### config.mk
export PLATFORM = sky130hd
export DESIGN_NAME = que_grant_encode
export DESIGN_NICKNAME = d
export VERILOG_FILES = /design/src/rtl/que_grant_encode.sv
export SDC_FILE = /design/constraint.sdc
export NUM_CORES = 1
export LEC_CHECK = 0
export ABC_AREA = 1
export ABC_CLOCK_PERIOD_IN_PS = 4150
export BUFFER_PORTS_ARGS = -buffer_cell sky130_fd_sc_hd__buf_4
export CORE_UTILIZATION = 50
export CTS_CLUSTER_SIZE = 12
export DETAILED_ROUTE_END_ITERATION = 8
export PLACE_DENSITY = 0.76
export SKIP_LAST_GASP = 1
export SLEW_MARGIN = 0
export SYNTH_ARGS = -nofsm -noshare
export SYNTH_HDL_FRONTEND = slang
export SYNTH_SLANG_ARGS = --single-unit
### constraint.sdc
create_clock -name i_clk -period 4.15 [get_ports i_clk]
set_input_delay 0.6225 -clock i_clk [delete_from_list [all_inputs] [get_ports i_clk]]
set_output_delay 0.6225 -clock i_clk [all_outputs]
set_load 0.02 [all_outputs]
### src/rtl/que_grant_encode.sv
// Registers a winning index into a one-hot grant held until done/MAX_HOLD, then an idle gap.
// Latency 1 cycle accept->grant; o_sel_rdy only in IDLE, so i_sel_vld is ignored while busy.
module que_grant_encode #(
    parameter  int NUM_PORT = 9,
    parameter  int MAX_HOLD = 64,
    parameter  int GAP      = 1,
    localparam int IDX_W    = $clog2(NUM_PORT)
) (
    input  logic                i_clk,
    input  logic                i_rst,
    input  logic                i_sel_vld,
    input  logic [IDX_W-1:0]    i_sel,
    output logic                o_sel_rdy,
    output logic [NUM_PORT-1:0] o_gnt,
    output logic [IDX_W-1:0]    o_gnt_idx,
    input  logic [NUM_PORT-1:0] i_done,
    output logic                o_busy,
    output logic                o_timeout,
    output logic                o_err
);

    localparam int HOLD_W = $clog2(MAX_HOLD + 1);
    localparam int GAP_W  = (GAP > 1) ? $clog2(GAP) : 1;

    typedef enum logic [1:0] {
        ST_IDLE,
        ST_GRANT,
        ST_GAP
    } state_t;

    state_t              r_state,    w_state_nxt;
    logic [NUM_PORT-1:0] r_gnt,      w_gnt_nxt;
    logic [IDX_W-1:0]    r_gnt_idx,  w_gnt_idx_nxt;
    logic [HOLD_W-1:0]   r_hold_cnt, w_hold_cnt_nxt;
    logic [GAP_W-1:0]    r_gap_cnt,  w_gap_cnt_nxt;
    logic                r_timeout,  w_timeout_nxt;
    logic                r_err,      w_err_nxt;

    logic w_accept;
    logic w_sel_ok;
    logic w_done;
    logic w_hold_last;
    logic w_gap_last;

    assign o_sel_rdy = (r_state == ST_IDLE) & ~i_rst;
    assign w_accept  = i_sel_vld & o_sel_rdy;
    assign w_sel_ok  = {{(32-IDX_W){1'b0}}, i_sel} < 32'(NUM_PORT);

    // r_gnt is one-hot, so masking picks out exactly the granted port's done bit
    assign w_done      = |(i_done & r_gnt);
    assign w_hold_last = (r_hold_cnt == HOLD_W'(MAX_HOLD - 1));
    assign w_gap_last  = (r_gap_cnt == GAP_W'((GAP > 0) ? GAP - 1 : 0));

    always_comb begin
        w_state_nxt    = r_state;
        w_gnt_nxt      = r_gnt;
        w_gnt_idx_nxt  = r_gnt_idx;
        w_hold_cnt_nxt = r_hold_cnt;
        w_gap_cnt_nxt  = r_gap_cnt;
        w_timeout_nxt  = 1'b0;
        w_err_nxt      = 1'b0;

        case (r_state)
            ST_IDLE: begin
                if (w_accept) begin
                    if (w_sel_ok) begin
                        w_state_nxt    = ST_GRANT;
                        w_gnt_nxt      = NUM_PORT'(1) << i_sel;
                        w_gnt_idx_nxt  = i_sel;
                        w_hold_cnt_nxt = '0;
                    end else begin
                        w_err_nxt = 1'b1;
                    end
                end
            end
            ST_GRANT: begin
                if (w_done || w_hold_last) begin
                    w_state_nxt    = (GAP > 0) ? ST_GAP : ST_IDLE;
                    w_gnt_nxt      = '0;
                    w_gnt_idx_nxt  = '0;
                    w_hold_cnt_nxt = '0;
                    w_gap_cnt_nxt  = '0;
                    w_timeout_nxt  = ~w_done;
                end else if (r_hold_cnt != {HOLD_W{1'b1}}) begin
                    w_hold_cnt_nxt = r_hold_cnt + HOLD_W'(1);
                end
            end
            ST_GAP: begin
                if (w_gap_last) begin
                    w_state_nxt   = ST_IDLE;
                    w_gap_cnt_nxt = '0;
                end else begin
                    w_gap_cnt_nxt = r_gap_cnt + GAP_W'(1);
                end
            end
            default: begin
                w_state_nxt = ST_IDLE;
            end
        endcase
    end

    always_ff @(posedge i_clk) begin
        if (i_rst) begin
            r_state    <= ST_IDLE;
            r_gnt      <= '0;
            r_gnt_idx  <= '0;
            r_hold_cnt <= '0;
            r_gap_cnt  <= '0;
            r_timeout  <= 1'b0;
            r_err      <= 1'b0;
        end else begin
            r_state    <= w_state_nxt;
            r_gnt      <= w_gnt_nxt;
            r_gnt_idx  <= w_gnt_idx_nxt;
            r_hold_cnt <= w_hold_cnt_nxt;
            r_gap_cnt  <= w_gap_cnt_nxt;
            r_timeout  <= w_timeout_nxt;
            r_err      <= w_err_nxt;
        end
    end

    assign o_gnt     = r_gnt;
    assign o_gnt_idx = r_gnt_idx;
    assign o_busy    = (r_state != ST_IDLE);
    assign o_timeout = r_timeout;
    assign o_err     = r_err;

endmodule
Word level (Yosys, flattened, before mapping):

Index checks and enable logic that the tools add are counted.

* add/sub/neg operators: 2
* order comparisons: 1
* equal/unequal tests: 9
* shift operators: 1
* mux-type cells: 22
* bitwise logic cells: 9
* reduce and logical (&&, ||, !) cells: 12

Operators by type and width (number)
* two-way mux 7 bit: 4
* two-way mux 9 bit: 3
* one-hot mux 9 bit (2 select lines): 1
* one-hot mux 7 bit (2 select lines): 1
* two-way mux 4 bit: 3
* AND reduction 4 bit: 3
* bitwise AND 9 bit: 1
* OR reduction 9 bit: 1
* << shifter 1 x 4 -> 9 bit, first input constant: 1
* two-way mux 2 bit: 4
* inequality test 2 bit, second input constant: 4
* one-hot mux 4 bit (2 select lines): 1
* adder 7 x 1 -> 7 bit, second input constant: 1
* == test 7 x 6 -> 1 bit, second input constant: 1
* inequality test 7 bit, second input constant: 1
* NOT 1 bit: 6
* one-hot mux 2 bit (3 select lines): 1
* nonzero test 2 bit: 3
* OR reduction 3 bit: 2
* < comparator 4 bit, second input constant: 1
* two-way mux 1 bit: 3
* inequality test 3 bit, second input constant: 1
* bitwise AND 1 bit: 2
* == test 2 x 1 -> 1 bit, second input constant: 1
* other kinds (6): 6

* bits in registers: 25
* input bits: 16
* output and inout port bits: 17
* word-level logic and storage cells: 63

Longest topological paths before layout:

* depth in word-level cells: 5
* gate-level depth with buffers: 10
* mapped depth without buffers: 10

Worst setup path before layout:

OpenSTA, ideal clock, no wires.

* kind: input -> register
* start: in i_done[0]
* end: reg r_gnt[1], in the netlist o_gnt[1]
* library setup time: 0.069 ns
* arrival: 1.497 ns
* data required time: 4.081 ns
* slack: 2.585 ns
* stages on the path: 8
* path buffers: 1
* cells stage by stage: nand2_1 -> nand2_1 -> nor2_2 -> nand4_4 -> nand2_8 -> buf_12 -> nand2_2 -> a21oi_2

* word-level cells in the longest chain between the ends: 5

Ends and longest elaborated chain
* from (decl): line 16 `input logic [NUM_PORT-1:0] i_done,`
* bitwise AND 9 bit: line 50 `assign w_done = |(i_done & r_gnt);`
* OR reduction 9 bit: line 50
* logical OR 1 bit: line 77 `if (w_done || w_hold_last) begin`
* inequality test 2 bit (no source line)
* AND reduction 4 bit (no source line)
* to (signal assigned): line 113 `r_gnt <= w_gnt_nxt;`
* to (decl): line 32 `logic [NUM_PORT-1:0] r_gnt, w_gnt_nxt;`

Every way passes these cells.
A chain may end at the register's enable or synchronous reset.

Worst setup path in the final report:

* start: reg r_state[1]
* end: out o_sel_rdy

* word-level cells in the longest chain between the ends: 2

Ends and longest elaborated chain
* from (decl): line 31 `state_t r_state, w_state_nxt;`
* from (signal assigned): line 112 `r_state <= w_state_nxt;`
* zero test 2 bit: line 45 `assign o_sel_rdy = (r_state == ST_IDLE) & ~i_rst;`
* bitwise AND 1 bit: line 45
* to (decl): line 13 `output logic o_sel_rdy,`

Every way passes these cells.

==> impl_metrics.json <==
{
  "timing.max_cap.violations": 0,
  "clock-sinks": 24,
  "ys.warnings.count": 0,
  "cts_hold_buf": 0,
  "maxClockFrequency_ghz": 0.555,
  "setup_repair_after_global_routing_missed_its_margin": "false",
  "finish.instance_area_mm2": 0.00157,
  "finalHoldViolCount": 0,
  "row_count": 18,
  "post_synth_inst_count": 172,
  "wire_length_of_the_first_global_routing_pass_um": 4790,
  "slew_headroom_pct": 67.2,
  "synth.cell_area_mm2": 0.00131,
  "global_route.overflow_total": 0,
  "ir_worst_vdd_mv": 0.225,
  "timing.clock.skew_ps": 2.15,
  "tightest_slew_ps": 491,
  "cts_tree": "done",
  "tritoncts.num_buffers": 3,
  "synth_top_family_by_area": "simple AND/OR/NAND/NOR gates",
  "ant_nets": 0,
  "number_of_cell_instances_on_the_worst_register_to_register_path": 9,
  "layout_commonest_cell": "nand2_1",
  "grt_max_degree": 21,
  "drt-pass1-iter-count": 4,
  "clk_path_buf_depth": 2,
  "timing.critical_path.to_type": "primary output",
  "synthesis.nets": 189,
  "floorplan.die.height_um": 53.1,
  "min-delay-path-class": "reg2reg",
  "detailroute.via_count": 1204,
  "boundaryPins": 33,
  "gpl.final_weighted_congestion": 0.865,
  "synth.ff_latch_count": 24,
  "cp-start-kind": "flip-flop",
  "postCtsSetupBuffers": 0,
  "grt_antenna_before_repair": 0,
  "muxShareOfSynthArea_pct": 0,
  "antenna_fix_cells": 0,
  "finalWorstPathRequiredPeriod_ps": 1800,
  "critPathKind": "reg2out",
  "finalSetupTns_ps": 0,
  "vias_per_cell": 5.17,
  "post_cts_resized": 0,
  "place_worst_setup_slack_ps": 2350,
  "finish.net_count": 222,
  "root_buffer": "clkbuf_4",
  "register_area_share_after_synthesis_pct": 36.7,
  "layout.core_utilization_pct": 63.4,
  "synthXorXnorAreaFrac_pct": 2.01,
  "critical_path_required_ps": 3530,
  "drcViolationCount": 0,
  "final.setup.worst_slack_ps": 2350,
  "dpl-instance-area_mm2": 0.00155,
  "core_mm2": 0.00248,
  "setup_viol_count_final": 0,
  "clock_latency_ps": 310,
  "finalCritPeriodShare_pct": 43.4,
  "count_of_cell_types_in_the_netlist": 29,
  "worstPathMaxFanout": 3,
  "grt_usage_pct": 23.2,
  "post_route_cells_drive_above_1_share_pct": 32.5,
  "maxSlewViolCount": 0,
  "h_tree_level_count": 1,
  "synth_compound_area_share_pct": 7.46,
  "die_ar_mm2": 0.00282,
  "yosys.area_share.adder_pct": 0.957,
  "post_route_wl_um": 2740,
  "numPortBuffers": 32,
  "initialDrtViolationCount": 20,
  "cellPowerDensity_mw_per_mm2": 280,
  "static-leakage-power_nw": 0.669,
  "die_width_um": 53.1,
  "syn_to_final_growth_pct": 20.2,
  "critPathArrivalTime_ps": 1180,
  "run_status": "complete, no violations",
  "drt-wirelength-per-cell_um": 11.8,
  "path_clk_slew_ps": 120,
  "via_count_of_the_first_global_routing_pass": 1151,
  "post-dp-hpwl_um": 2100,
  "hold-path-cell-count": 2,
  "most-common-layout-cells": "nand2_1 (38), buf_4 (32), dfxtp_1 (24), nand3_1 (21), nor2_1 (21)",
  "syn_area_per_cell_um2": 7.60,
  "synth-simple-area-share_pct": 46.3,
  "start_util_pct": 52.8
}
-- routing by layer --
metal	vias to the layer above	part of all wire (%)	GRT usage, %
met5	-	0	0
met4	0	1.3	7.89
met3	5	3.8	2.59
met2	23	49	41.6
met1	558	46	28.2
li1	618	-	-
-- power breakdown --
group / switching [W] / internal (W) / leakage (nW)
sequential: 0.00000721 / 0.000239 / 0.195
clock: 0.0000659 / 0.0000339 / 0.0138
combinational: 0.0000570 / 0.0000373 / 0.460
total: 0.000130 / 0.000310 / 0.669
-- critical path: stages, from the launching register on --
cell,delay [ps]
dfxtp_1,340
or2_4,270
nor2_8,110
buf_4,150
-- path summary, 6_finish.rpt --
check                            startpoint                    endpoint  slack (ps)
hold reg to reg   o_gnt_idx[2]$_SDFFE_PP0P_   o_gnt_idx[2]$_SDFFE_PP0P_         480
hold / removal    o_gnt_idx[2]$_SDFFE_PP0P_   o_gnt_idx[2]$_SDFFE_PP0P_         480
setup / recovery    r_state[1]$_SDFFE_PP0P_                   o_sel_rdy        2350
setup reg to reg    r_state[0]$_SDFFE_PP0P_  r_hold_cnt[1]$_SDFFE_PP0P_        2530
-- registers in the layout, summed over array words and instances, names as in the netlist --
| signal | flops |
|---|---|
| o_gnt | 9 |
| r_hold_cnt | 7 |
| o_gnt_idx | 4 |
| r_state | 2 |
| o_err | 1 |
| o_timeout | 1 |
-- metrics by stage --
stage               total power, W  hold slack, ps  cells
floorplan                 0.000317             444    172
finish                    0.000440             481    233
detailed placement        0.000346             460    230
global route              0.000461             506    233
global placement          0.000343             455    230
CTS                       0.000444             481    233
-- layout make-up --
type                    instances  area (µm²)
fillers                       242         906
inverters                      13        48.8
multi-input cells             131         742
flip-flops and latches         24         480
well taps                      30        37.5
clock buffers                   3        22.5
repair buffers                 32         240
-- cells in the mapped netlist (all sizes together) --
| master | instances | area share [%] |
|---|---|---|
| inv | 13 | 3.7 |
| nand3b | 2 | 1.4 |
| buf | 3 | 2.5 |
| nor3 | 6 | 2.7 |
| ha | 1 | 0.96 |
| nand3 | 22 | 9.4 |
| a21oi | 15 | 7.5 |
| xnor2 | 2 | 1.3 |
| nor4 | 1 | 0.48 |
| xor2 | 1 | 0.67 |
| nand2 | 52 | 20 |
| nand4 | 2 | 2.1 |
| clkbuf | 1 | 0.29 |
| dfxtp | 24 | 37 |
| or2 | 1 | 0.67 |
| nor2 | 26 | 9.5 |
-- kinds of logic (layout without fill, tap and decap cells) --
family          Yosys count  in the layout
compound gates           15             15
xor+xnor                  3              3
fa+ha+maj                 1              1
buf+inv                  17             48
flops                    24             24
simple gates            112            112
Note: power is estimated with default switching activity, not from simulation.
